## config.mk

```make
export PLATFORM = sky130hd
export DESIGN_NAME = shift_register_32to128
export DESIGN_NICKNAME = d
export VERILOG_FILES = /design/src/rtl/shift_register_32to128.sv
export SDC_FILE = /design/constraint.sdc
export NUM_CORES = 1
export LEC_CHECK = 0
export CORE_UTILIZATION = 42
export DETAILED_ROUTE_END_ITERATION = 12
export MAX_ROUTING_LAYER = met4
export PLACE_DENSITY = 0.75
export SLEW_MARGIN = 40
export SYNTH_ARGS = -nofsm -noshare
export SYNTH_HDL_FRONTEND = slang
export SYNTH_SLANG_ARGS = --single-unit
```

## constraint.sdc

```tcl
create_clock -name clk -period 3 [get_ports clk]
set_input_delay 0.6 -clock clk [delete_from_list [all_inputs] [get_ports clk]]
set_output_delay 0.6 -clock clk [all_outputs]
set_load 0.005 [all_outputs]
```

## src/rtl/shift_register_32to128.sv

```systemverilog
// ---------------------------------------------------------------------------
// shift_register_32to128
// Collects four 32-bit words into one 128-bit block with valid/ready
// handshakes on both sides. The block is presented on the same edge that
// accepts the fourth word. While the block is held, a new word is accepted
// only on an edge where the block is also consumed; that word starts the
// next block.
//
// Build option: define SR32TO128_LSB_FIRST_EN to place the first word at
// the LSB end of data_out. By default the first word lands in bits 127:96.
// ---------------------------------------------------------------------------
module shift_register_32to128 (
    input  logic         clk,
    input  logic         reset,
    input  logic         clear,
    input  logic [31:0]  data_in,
    input  logic         in_valid,
    output logic         in_ready,
    output logic [127:0] data_out,
    output logic         out_valid,
    input  logic         out_ready,
    output logic [2:0]   word_cnt
);

    typedef enum logic {
        FILL = 1'b0,
        FULL = 1'b1
    } state_t;

    state_t         r_state;
    state_t         w_state_nxt;
    logic [2:0]     r_word_cnt;
    logic [2:0]     w_word_cnt_nxt;
    logic [127:0]   r_data;
    logic [127:0]   w_data_nxt;
    logic           w_in_fire;
    logic           w_out_fire;

    // Writes one word into its slot of the block; the build option only
    // changes which end of the block word 0 occupies.
    function automatic logic [127:0] placeWord(
        input logic [127:0] blk,
        input logic [1:0]   idx,
        input logic [31:0]  word
    );
        logic [127:0] res;
        logic [1:0]   slot;
        res = blk;
`ifdef SR32TO128_LSB_FIRST_EN
        slot = idx;
`else
        slot = 2'd3 - idx;
`endif
        res[{slot, 5'b00000} +: 32] = word;
        return res;
    endfunction

    // A held block only lets a new word in when it is being consumed on
    // the same edge, so the input side mirrors out_ready while FULL.
    assign in_ready   = (r_state == FILL) ? 1'b1 : out_ready;
    assign out_valid  = (r_state == FULL);
    assign w_in_fire  = in_valid && in_ready;
    assign w_out_fire = out_valid && out_ready;
    assign data_out   = r_data;
    assign word_cnt   = r_word_cnt;

    // Next-state, next-count and next-block selection; clear overrides every transfer.
    always_comb begin
        w_state_nxt    = r_state;
        w_word_cnt_nxt = r_word_cnt;
        w_data_nxt     = r_data;

        if (clear) begin
            w_state_nxt    = FILL;
            w_word_cnt_nxt = 3'd0;
            w_data_nxt     = 128'h0;
        end else begin
            case (r_state)
                FILL: begin
                    if (w_in_fire) begin
                        w_data_nxt = placeWord(r_data, r_word_cnt[1:0], data_in);
                        if (r_word_cnt >= 3'd3) begin
                            w_state_nxt    = FULL;
                            w_word_cnt_nxt = 3'd4;
                        end else begin
                            w_word_cnt_nxt = r_word_cnt + 3'd1;
                        end
                    end
                end
                FULL: begin
                    if (w_out_fire) begin
                        w_state_nxt = FILL;
                        if (w_in_fire) begin
                            w_data_nxt     = placeWord(r_data, 2'd0, data_in);
                            w_word_cnt_nxt = 3'd1;
                        end else begin
                            w_word_cnt_nxt = 3'd0;
                        end
                    end
                end
                default: begin
                    w_state_nxt    = FILL;
                    w_word_cnt_nxt = 3'd0;
                end
            endcase
        end
    end

    // State, count and block registers; reset discards any partial block at once.
    always_ff @(posedge clk or negedge reset) begin
        if (!reset) begin
            r_state    <= FILL;
            r_word_cnt <= 3'd0;
            r_data     <= 128'h0;
        end else begin
            r_state    <= w_state_nxt;
            r_word_cnt <= w_word_cnt_nxt;
            r_data     <= w_data_nxt;
        end
    end

endmodule

```

* Word level (Yosys, flattened, before mapping) *
Index checks and enable logic that the tools add are counted.

operators by class
  add/subtract/negate cells = 3
  $lt $le $gt $ge = 1
  eq/ne operators = 4
  shifts and indexed selects = 2
  multiplexer cells = 18
  bitwise gates (word level) = 1
  reduce and logical (&&, ||, !) cells = 5

operators by type and width
  cell                      count
  $mux 128                  4
  $pmux 128 s2              1
  $bwmux 128                1
  $shift 32x9->128 const A  1
  $shiftx 32x9->128         1
  $mux 3                    4
  $neg 7->9                 1
  $mux 1                    6
  $ne 3x2->1 const B        2
  $pmux 3 s2                1
  $reduce_and 2->1          2
  $add 3x1->3 const B       1
  $ge 3x2->1 const B        1
  $ne 3x3->1 const B        1
  $reduce_and 3->1          1
  $logic_and 1x1->1         2
  $ne 2x2->1 const B        1
  $pmux 1 s2                1
  $sub 2x2->2 const A       1
  $not 1->1                 1

word-level totals
  bits in registers = 132
  input port bits = 37
  output and inout bits = 133
  word-level logic and storage cells = 38

* Logic depth before layout (Yosys ltp) *
Gate-level depths: netlist of the first run.

  depth after elaboration = 7
  depth in mapped cells = 10
  gate-level depth less buffers = 5

* Worst setup path before layout of the first run *
OpenSTA, ideal clock, no wires.

  path type = reg2reg
  start point = register r_word_cnt[0] (netlist: word_cnt[0])
  end point = register r_data[100] (netlist: data_out[100])
  library setup time = 0.066 ns
  arrival = 2.844 ns
  required time = 2.934 ns
  slack = 0.089 ns
  cell stages (with the launch flop) = 9
  buffers on the path = 3
  clock period less this slack = 2.911 ns
  cell sequence = dfrtp_1 > clkbuf_1 > clkbuf_1 > inv_1 > ha_1 > or4b_4 > a2111oi_4 > buf_6 > a22o_1

between the ends
  cells in the longest elaborated chain, start to end = 7
  elaborated cells between the ends (all ways) = 8
  classes of those cells = add/sub (2); shift (2); mux (4)

ends and longest elaborated chain
  element                                                       RTL line  text
  start: declaration                                            32        logic [2:0] r_word_cnt;
  start signal: assignment                                      117       r_word_cnt <= w_word_cnt_nxt;
  $sub 2x2->2 *                                                 52        slot = 2'd3 - idx;
  $neg 7->9 *                                                   54        res[{slot, 5'b00000} +: 32] = word;
  $shiftx 32x9->128 / $shift 32x9->128 (equally long branches)  54
  $bwmux 128 *                                                  54
  $mux 128 *                                                    80        if (w_in_fire) begin
  $pmux 128 s2 *                                                78        case (r_state)
  $mux 128 *                                                    73        if (clear) begin
  end signal: assignment                                        118       r_data <= w_data_nxt;
  end: declaration                                              34        logic [127:0] r_data;

Mark *: on every way between the ends. The rest lies on a longest branch, timed or not. The select of a mux whose other input is x is not followed.
A chain may end at the register's enable or synchronous reset.

* Final worst setup path of the first run *
  start point = register r_word_cnt[1] (netlist: word_cnt[1])
  end point = register r_data[125] (netlist: data_out[125])

Same word-level chain as after synthesis.

==> impl_metrics.csv, run 1 <==
group,metric,value,unit
drt,vias_after_detailed_routing,4421,
global_routing,grt_max_degree,70,
pwr,vdd_drop_max,0.296,mV
cells_and_area,antennaDiodeCount,0,
worst_setup_path,critPathRequiredTime,3350,ps
worst_setup_path,critical_path.startpoint,"word_cnt[1]$_DFFE_PN0P_",
timing,timing.clock.skew,10.2,ps
logic_synthesis,synth_top_cells_by_area,"sky130_fd_sc_hd__dfrtp_1 (59%), sky130_fd_sc_hd__a22o_1 (10%), sky130_fd_sc_hd__mux2_2 (6.5%)",
logic_synthesis,synth_xor_area_share,0,%
clock_network,clock-sinks,132,
cells_and_area,post-route-util,62.6,%
global_routing,globalRoute.totalOverflow,0,
timing,finalHoldViolations,0,
clock_network,clock_tree.buffer_depth,2,
timing,finalSetupViolations,0,
drt,drtAntennaViolNets,0,
status,outcome,"finished, final reports clean",
die,die-height,117,um
logic_synthesis,synth_top_cells_by_count,"sky130_fd_sc_hd__dfrtp_1 (132), sky130_fd_sc_hd__a22o_1 (65), sky130_fd_sc_hd__clkbuf_1 (35)",
drt,number_of_design_rule_violations_left_after_detail_routing,0,
worst_setup_path,critPathKind,"reg -> reg",
die,floorplan.core_area,12800,um^2
placed_design,buffer_ports.inserted,169,
worst_setup_path,crit_arrival,2810,ps
logic_synthesis,synthesis.yosys.warnings,0,
timing,period_minus_slack,2460,ps
job,cap_violations,0,
timing,maxSlewHeadroom,55.1,%
worst_setup_path,crit_path_start_kind,"flip-flop",
logic_synthesis,synth_most_common_cell,"sky130_fd_sc_hd__dfrtp_1",
global_routing,overall_global_routing_usage,25.8,%
clock_network,cts-hold-fix-buffers,0,
logic_synthesis,synthFlopType,"sky130_fd_sc_hd__dfrtp_1",
pwr,cellPowerDensity,544,nW/um^2
clock_network,clk-insertion-delay-late,420,ps
logic_synthesis,mappedNetlistArea,5560,um^2
timing,final_worst_path_period_share,82.1,%
cells_and_area,design.final.nets,639,
placed_design,routabilityCongestion,0.782,
global_routing,grt_pass1_wl,25000,um
logic_synthesis,synthesis.nets,478,
logic_synthesis,synth.yosys.seq_area_share,59.4,%
worst_setup_path,kind_of_end_point_of_the_critical_path,"flip-flop",
timing,tns,0,ps
drt,viasPerCell,5.68,
timing,unrepaired_setup_endpoints_after_global_routing,"false",
placed_design,place_hpwl,10600,um
clock_network,numCtsBuffers,17,
worst_setup_path,crit_path_end,"data_out[125]$_DFFE_PN0P_",
logic_synthesis,synth_top_family_by_area,"compound AO/OA/AOI/OAI gates",
pwr,power.leakage,3.51,nW
logic_synthesis,ys_async_sr_fraction,100,%
global_routing,grt_antenna_before_repair,0,
logic_synthesis,area_share_of_the_largest_cell_type_after_synthesis,59.4,%
logic_synthesis,netlist.top_cell.by_area,"sky130_fd_sc_hd__dfrtp_1",
logic_synthesis,yosys.area_share.adder,1.12,%
drt,routed_wl,16000,um
logic_synthesis,synth_simple_gate_area_share,11.5,%
logic_synthesis,synth.lib_cells_used.distinct,32,
clock_network,ctsHtreeMaxLevel,4,
drt,wl_per_cell,20.6,um
timing,slew_violations,0,
die,floorplan_row_count,41,
logic_synthesis,synth-edff-count,0,
cells_and_area,area.growth.synth_to_final,43.8,%
drt,detail_route.iter0.violations,294,
die,starting_density_of_the_core,43.5,%
clock_network,cts_resized,0,
logic_synthesis,synth-compound-area-share,16.9,%
clock_network,root_buffer,"sky130_fd_sc_hd__clkbuf_16",
worst_setup_path,r2r_slack,540,ps
logic_synthesis,syn_inst,436,
drt,detailedRoute.firstPassIterationCount,4,
min_path,hold_class,"in -> async",
die,pin_count,170,
worst_setup_path,path_depth_of_the_worst_reg2reg_path,6,
timing,fin_worst_hold_slack,161,ps
cells_and_area,drive_gt1_share,18.1,%
die,chipWidth,117,um
logic_synthesis,synthesis.area_per_instance,12.8,um^2
worst_setup_path,r2r_endpoint,"data_out[125]$_DFFE_PN0P_",
logic_synthesis,synth.area.mux_share,6.84,%
worst_setup_path,worst_r2r_startpoint,"word_cnt[1]$_DFFE_PN0P_",
timing,tightest_slew,673,ps
clock_network,clkTransAtPathRegs,50,ps
die,floorplan.die_area,13700,um^2
clock_network,cts_post_setup_buffers_inserted,0,
logic_synthesis,yosys_register_bits,132,
clock_network,cts_tree,"done",
global_routing,via_count_of_the_first_global_routing_pass,4477,
worst_setup_path,cp_max_fo,18,
timing,timing_limited_maximum_frequency,0.406,GHz
[area by class of cell]
class                      instances  area (um^2)
fill                             950         4780
timing repair buffer             186         1840
sequential                       132         3300
multi-input combinational        256         2050
clock inverter                     5         75.1
clock buffer                      24          492
inverter                           4         15.0
tap                              172          215
[worst min path at each step]
stage / from / to / slack, ps / cells past startpoint
final: reset / word_cnt[1]$_DFFE_PN0P_ / 160 / 1
after global routing: reset / word_cnt[1]$_DFFE_PN0P_ / 220 / 1
after CTS: reset / word_cnt[2]$_DFFE_PN0P_ / 200 / 1
after detailed placement: data_out[114]$_DFFE_PN0P_ / data_out[114]$_DFFE_PN0P_ / 480 / 1
after global placement: data_out[98]$_DFFE_PN0P_ / data_out[98]$_DFFE_PN0P_ / 480 / 1
after floorplan: reset / data_out[0]$_DFFE_PN0P_ / 300 / 0
[cell families after synthesis]
logic type	after synthesis
AOI/OAI and AO/OA	107
adders and majority gates	5
buffers and inverters	48
DFF	132
muxes	34
and+or+nand+nor	110
[worst max-delay path: stages (launching register included)]
cell and delay (ps):
sky130_fd_sc_hd__dfrtp_1 480, sky130_fd_sc_hd__inv_1 100, sky130_fd_sc_hd__ha_1 370, sky130_fd_sc_hd__or4b_4 580, sky130_fd_sc_hd__a2111oi_4 370, sky130_fd_sc_hd__buf_4 310
sky130_fd_sc_hd__a22o_1 200
[registers in the layout, indices dropped and copies added, names as in the netlist]
name	count
data_out	128
out_valid	1
word_cnt	3
[stage by stage]
step / total power [W] / cells / area, um^2 / setup WS (ps)
after global routing: 0.00450 / 779 / 8000 / 397
final: 0.00435 / 779 / 8000 / 538
after detailed placement: 0.00238 / 750 / 7430 / 564
after floorplan: 0.00210 / 436 / 5560 / 89.4
after CTS: 0.00439 / 779 / 8000 / 522
after global placement: 0.00237 / 750 / 7430 / 578
[metal layers]
layer / up-vias / routed length (um) / GRT usage [%]
met4: 0 / 238 / 10.5
met3: 23 / 1120 / 5.97
met1: 2266 / 6720 / 31.6
met2: 199 / 7940 / 41.3
met5: - / 0 / -
li1: 1933 / - / -
[where the power goes]
part | internal, W | total [W] | switching (W)
clock | 0.00129 | 0.00200 | 0.000706
sequential | 0.00183 | 0.00186 | 0.0000309
combinational | 0.000216 | 0.000497 | 0.000281
[layout by cell type (no fill, tap or decap), types with 8 or more instances in the layout]
master,instances
sky130_fd_sc_hd__a22o_1,65
sky130_fd_sc_hd__a31o_1,8
sky130_fd_sc_hd__a31o_2,24
sky130_fd_sc_hd__buf_4,15
sky130_fd_sc_hd__clkbuf_16,17
sky130_fd_sc_hd__clkdlybuf4s50_1,167
sky130_fd_sc_hd__dfrtp_1,131
sky130_fd_sc_hd__mux2_2,32
sky130_fd_sc_hd__nand3_1,32
sky130_fd_sc_hd__nor2_1,33
sky130_fd_sc_hd__nor3b_1,32
Note: power is estimated with default switching activity, not from simulation.
==> run 2, diff against run 1 <==
==> constraint.sdc (replaced) <==
create_clock -name clk -period 2.25 [get_ports clk]
set_input_delay 0.45 -clock clk [delete_from_list [all_inputs] [get_ports clk]]
set_output_delay 0.45 -clock clk [all_outputs]
set_load 0.005 [all_outputs]
==> run 2 against run 1 <==
Global-route usage about the same; clock skew decreased by 2.4 ps; design area increased by 1.9%; cell count increased by 1.3%; power increased by 40%; utilization increased by 1.2 points; largest cell class unchanged; sequential power increased by 33%; sequential cell count unchanged; first-iteration DRC count decreased by 31%; via count decreased by 0.66%; clock-buffer cell count decreased by 1.
==> impl_metrics.csv, run 2 (synthesis gave the netlist of run 1 again) <==
group,metric,value,unit
status,outcome,"finished, final reports clean",
timing,finalSetupViolations,0,
timing,timing_limited_maximum_frequency,0.455,GHz
worst_setup_path,worst-path-buf-inv,2,
pwr,vdd_drop_max,0.475,mV
clock_network,cts_tree,"done",
clock_network,cts_post_setup_buffers_inserted,0,
timing,tightest_slew,803,ps
clock_network,clock-sinks,132,
drt,wl_met1,6800,um
drt,viasPerCell,5.57,
die,floorplan.core_area,12800,um^2
timing,unrepaired_setup_endpoints_after_global_routing,"true",
pwr,cellPowerDensity,750,nW/um^2
pwr,power.leakage,3.58,nW
worst_setup_path,critPathRequiredTime,2590,ps
cells_and_area,fillerInstances,949,
die,pin_count,170,
cells_and_area,postLayoutCellArea,8150,um^2
die,chipWidth,117,um
clock_network,ctsHtreeMaxLevel,4,
global_routing,overall_global_routing_usage,25.8,%
timing,final_worst_path_period_share,97.8,%
cells_and_area,area.growth.synth_to_final,46.5,%
timing,fin_worst_hold_slack,456,ps
cells_and_area,largest_register_ffs,128,
worst_setup_path,timing.critical_path.slowest_cell_delay,500,ps
global_routing,grt_max_degree,58,
worst_setup_path,crit_arrival,2540,ps
clock_network,clkTransAtPathRegs,50,ps
min_path,hold_class,"in -> async",
cells_and_area,most_common_cell_after_layout_fill_and_taps_aside,"sky130_fd_sc_hd__clkdlybuf4s50_1",
die,starting_density_of_the_core,43.5,%
placed_design,buffer_ports.inserted,169,
drt,wl_per_cell,20.2,um
timing,maxSlewHeadroom,46.5,%
drt,wl_met3,1380,um
timing,finalHoldViolations,0,
global_routing,grt_pass1_wl,25100,um
die,die-height,117,um
drt,detail_route.iter0.violations,204,
clock_network,clock_tree.buffer_depth,2,
clock_network,cts_resized,0,
global_routing,grt_antenna_before_repair,0,
drt,drtAntennaViolNets,0,
global_routing,via_count_of_the_first_global_routing_pass,4509,
placed_design,routabilityCongestion,0.836,
timing,slew_violations,0,
cells_and_area,seqCellArea,3300,um^2
pwr,total_power,0.00611,W
clock_network,root_buffer,"sky130_fd_sc_hd__clkbuf_16",
clock_network,numCtsBuffers,17,
drt,top_metal_layer_carrying_routed_signals,"met4",
drt,detailroute.wirelength.met2,7590,um
worst_setup_path,cp_top_family,"compound AO/OA/AOI/OAI gates",
cells_and_area,multiInputGateArea,2070,um^2
cells_and_area,most-common-layout-cells,"sky130_fd_sc_hd__clkdlybuf4s50_1 (167), sky130_fd_sc_hd__dfrtp_1 (131), sky130_fd_sc_hd__a22o_1 (65)",
global_routing,globalRoute.totalOverflow,0,
drt,detailedRoute.firstPassIterationCount,5,
die,floorplan.die_area,13700,um^2
worst_setup_path,critPathKind,"reg -> reg",
die,floorplan_row_count,41,
drt,routed_wl,16000,um
cells_and_area,drive_gt1_share,19.8,%
cells_and_area,design.final.nets,647,
worst_setup_path,crit_path_start_kind,"flip-flop",
clock_network,clk-insertion-delay-late,420,ps
job,cap_violations,0,
worst_setup_path,crit_path_top_delay_cell,"sky130_fd_sc_hd__or4b_4",
timing,timing.clock.skew,7.82,ps
placed_design,place_hpwl,10800,um
cells_and_area,antennaDiodeCount,0,
worst_setup_path,kind_of_end_point_of_the_critical_path,"flip-flop",
drt,vias_after_detailed_routing,4392,
worst_setup_path,worstPathCellList,"inv_1 -> ha_4 -> or4b_4 -> a2111oi_4 -> buf_4 -> a22o_1",
worst_setup_path,cp_max_fo,16,
drt,number_of_design_rule_violations_left_after_detail_routing,0,
timing,period_minus_slack,2200,ps
placed_design,dpl_cell_area,7500,um^2
-- run 2: changes by cell type in the layout (fill, tap and decap cells not counted), moves of 2 or more --
| cell | previous run | this run |
|---|---|---|
| sky130_fd_sc_hd__buf_4 | 15 | 23 |
| sky130_fd_sc_hd__clkinvlp_4 | 0 | 3 |
| sky130_fd_sc_hd__bufinv_16 | 2 | 4 |
| sky130_fd_sc_hd__clkinv_2 | 3 | 1 |
-- run 2: path summary, 6_finish.rpt --
check                                                from                        end  slack (ps)  cells past startpoint
worst min-delay path                                reset   data_out[63]$_DFFE_PN0P_         460                      2
min in group clk                data_out[124]$_DFFE_PN0P_  data_out[124]$_DFFE_PN0P_         500                      1
worst max register to register    word_cnt[1]$_DFFE_PN0P_   data_out[96]$_DFFE_PN0P_          50                      6
max in group asynchronous                           reset  data_out[104]$_DFFE_PN0P_        1110                      3
worst min register to register  data_out[124]$_DFFE_PN0P_  data_out[124]$_DFFE_PN0P_         500                      1
worst max-delay path              word_cnt[1]$_DFFE_PN0P_   data_out[96]$_DFFE_PN0P_          50                      6
-- run 2: final cells by class --
type / count / area share (%)
Multi-Input combinational cell: 256 / 25.4
Tap cell: 172 / 2.64
Sequential cell: 132 / 40.6
Inverter: 4 / 0.215
Timing Repair Buffer: 194 / 23.4
Clock inverter: 8 / 1.81
Clock buffer: 23 / 5.99
-- run 2: worst register-to-register path: cells and delay by family (launching register included) --
kind,cells,cell delay (ps)
buf+inv,2,430
fa+ha+maj,1,240
simple gates,1,500
flops,1,390
compound gates,2,570
-- run 2: power by group --
group          leakage (nW)  switching (W)  internal [W]
registers              1.83      0.0000411       0.00243
logic                  1.44       0.000382      0.000303
clock network         0.301       0.000983       0.00196
total                  3.58        0.00141       0.00470
-- run 2: layer usage --
layer	up-vias	GRT usage [%]
met2	197	39.5
met4	0	10.0
met5	-	-
li1	1955	-
met1	2228	32.6
met3	12	7.05
-- run 2: metrics by stage --
stage	TNS, ps	cells	utilization, %	setup slack (ps)
CTS	0	789	63.8	51.4
floorplan	-4060	436	-	-78.8
finish	0	789	63.8	50.4
detailed placement	-137	757	58.7	-19.4
global route	-271	789	63.8	-36.6
global placement	0	756	58.5	53.9
-- run 2: timing repair --
| item | 4_1_cts | 5_1_grt |
|---|---|---|
| setup endpoints to repair | 0 | 23 |
| hold buffers | 1 | 0 |
| hold endpoints to repair | 16 | 0 |
==> run 3, diff against run 2 <==
--- a/config.mk
+++ b/config.mk
@@ -7,9 +7,8 @@
 export LEC_CHECK = 0
 export CORE_UTILIZATION = 42
 export DETAILED_ROUTE_END_ITERATION = 12
-export MAX_ROUTING_LAYER = met4
+export HOLD_SLACK_MARGIN = 0.02
 export PLACE_DENSITY = 0.75
-export SLEW_MARGIN = 40
 export SYNTH_ARGS = -nofsm -noshare
 export SYNTH_HDL_FRONTEND = slang
 export SYNTH_SLANG_ARGS = --single-unit
==> run 3 against run 2 <==
Hold slack got worse by 0.83 ps; utilization up 0.19 points; via count grew 0.39%; setup slack better by 14 ps; maximum frequency grew 0.65%; sequential share of layout area fell by 0.12 points; cell count up 0.38%; clock power is essentially flat; sequential cell count unchanged; critical path type unchanged; critical endpoint unchanged; largest cell class unchanged; highest routed layer unchanged.
==> impl_metrics.csv, run 3 (synthesis gave the netlist of run 1 again) <==
group,metric,value,unit
drt,wl_per_cell,20.6,um
cells_and_area,area.growth.synth_to_final,46.9,%
cells_and_area,largest_register_ffs,128,
worst_setup_path,critPathRequiredTime,2600,ps
worst_setup_path,worst_r2r_startpoint,"word_cnt[0]$_DFFE_PN0P_",
global_routing,grt_antenna_before_repair,0,
die,floorplan.die_area,13700,um^2
min_path,hold_class,"in -> async",
timing,unrepaired_setup_endpoints_after_global_routing,"false",
placed_design,routabilityCongestion,0.823,
timing,timing_limited_maximum_frequency,0.458,GHz
placed_design,place_hpwl,10700,um
pwr,power.leakage,3.60,nW
worst_setup_path,critical_path.startpoint,"word_cnt[0]$_DFFE_PN0P_",
pwr,vdd_drop_max,0.409,mV
global_routing,overall_global_routing_usage,24.9,%
drt,detailedRoute.firstPassIterationCount,5,
die,chipWidth,117,um
cells_and_area,drive_gt1_share,20.6,%
status,outcome,"finished, final reports clean",
die,floorplan.core_area,12800,um^2
worst_setup_path,critPathKind,"reg -> reg",
drt,routed_wl,16300,um
worst_setup_path,kind_of_end_point_of_the_critical_path,"flip-flop",
timing,tightest_slew,787,ps
timing,maxSlewHeadroom,47.5,%
cells_and_area,final_cell_count_no_fill,792,
drt,number_of_design_rule_violations_left_after_detail_routing,0,
clock_network,clkTransAtPathRegs,50,ps
global_routing,grt_max_degree,58,
worst_setup_path,crit_path_top_delay_cell,"sky130_fd_sc_hd__or4b_4",
global_routing,via_count_of_the_first_global_routing_pass,4427,
drt,detail_route.iter0.violations,263,
placed_design,post-place-ws,-7.54,ps
cells_and_area,most_common_cell_after_layout_fill_and_taps_aside,"sky130_fd_sc_hd__clkdlybuf4s50_1",
timing,worst_slack,64.6,ps
worst_setup_path,cp_max_fo,8,
worst_setup_path,crit_path_start_kind,"flip-flop",
clock_network,ctsHtreeMaxLevel,4,
worst_setup_path,path_depth_of_the_worst_reg2reg_path,8,
drt,drtAntennaViolNets,0,
global_routing,globalRoute.totalOverflow,0,
placed_design,dp.cells,756,
timing,finalHoldViolations,0,
clock_network,clock-sinks,132,
die,pin_count,170,
timing,timing.clock.skew,5.74,ps
die,die-height,117,um
job,cap_violations,0,
die,starting_density_of_the_core,43.5,%
clock_network,cts_tree,"done",
cells_and_area,design.final.nets,650,
worst_setup_path,crit_path_frequent_cell,"sky130_fd_sc_hd__buf_4",
die,floorplan_row_count,41,
cells_and_area,antennaDiodeCount,0,
clock_network,clock_tree.buffer_depth,2,
global_routing,grt_pass1_wl,25000,um
drt,viasPerCell,5.57,
pwr,total_power,0.00613,W
timing,finalSetupViolations,0,
clock_network,root_buffer,"sky130_fd_sc_hd__clkbuf_16",
cells_and_area,most-common-layout-cells,"sky130_fd_sc_hd__clkdlybuf4s50_1 (167), sky130_fd_sc_hd__dfrtp_1 (131), sky130_fd_sc_hd__a22o_1 (65)",
timing,final_worst_path_period_share,97.1,%
cells_and_area,fillerInstances,940,
placed_design,buffer_ports.inserted,169,
worst_setup_path,timing.critical_path.slowest_cell_delay,510,ps
timing,slew_violations,0,
worst_setup_path,worstPathCellList,"inv_4 -> ha_4 -> or4b_4 -> a2111oi_4 -> buf_4 -> buf_4 -> buf_6 -> a22o_1",
worst_setup_path,crit_arrival,2530,ps
drt,vias_after_detailed_routing,4409,
timing,period_minus_slack,2190,ps
clock_network,clk-insertion-delay-late,420,ps
clock_network,numCtsBuffers,17,
pwr,cellPowerDensity,750,nW/um^2
run 3: worst max-delay path: cells and delay by family, from the launching register on:
| kind | cells | cell delay, ps |
|---|---|---|
| and+or+nand+nor | 1 | 510 |
| adders and majority gates | 1 | 210 |
| DFF | 1 | 450 |
| AOI/OAI and AO/OA | 2 | 450 |
| buffers and inverters | 4 | 510 |
run 3: area by class of cell:
cell class / count / area, um^2 / area share (%)
flip-flops and latches: 132 / 3300 / 40.4
multi-input cells: 257 / 2090 / 25.6
repair buffers: 196 / 1910 / 23.4
clock buffers: 23 / 488 / 5.97
well taps: 172 / 215 / 2.63
clock inverters: 8 / 148 / 1.81
inverters: 4 / 17.5 / 0.214
run 3: stage by stage:
stage / TNS [ps] / cell area (um^2) / utilization [%] / hold slack, ps
after CTS: 0 / 8120 / 63.6 / 453
after floorplan: -4060 / 5600 / - / 154
after global routing: 0 / 8170 / 64.0 / 463
final: 0 / 8170 / 64.0 / 455
after detailed placement: -24.4 / 7470 / 58.5 / 348
after global placement: 0 / 7470 / 58.5 / 348
run 3: final timing paths:
| path | slack [ps] | to |
|---|---|---|
| max in group asynchronous | 1100 | data_out[102]$_DFFE_PN0P_ |
| min in group clk | 500 | data_out[122]$_DFFE_PN0P_ |
| setup / recovery | 60 | data_out[96]$_DFFE_PN0P_ |
| setup reg to reg | 60 | data_out[96]$_DFFE_PN0P_ |
| hold reg to reg | 500 | data_out[122]$_DFFE_PN0P_ |
| hold / removal | 450 | word_cnt[2]$_DFFE_PN0P_ |
run 3: timing repair:
item | in CTS | in global routing
resized for setup | 0 | 7
hold endpoints to repair | 16 | 0
endpoints found under the setup margin | 0 | 64
hold buffers | 1 | 0
buffers inserted | 0 | 2
run 3: metal layers:
layer | track usage, % | up-vias | routed length (um)
met5 | 0 | - | 0
met4 | 10.2 | 0 | 295
met3 | 8.03 | 22 | 1180
met2 | 38.3 | 159 | 7730
met1 | 32.8 | 2261 | 7130
li1 | - | 1967 | -
run 3: report_power, final:
part           switching (W)  leakage [nW]  internal, W
clock network       0.000991         0.313      0.00197
registers          0.0000416          1.83      0.00243
logic               0.000391          1.45     0.000307
total                0.00142          3.60      0.00471
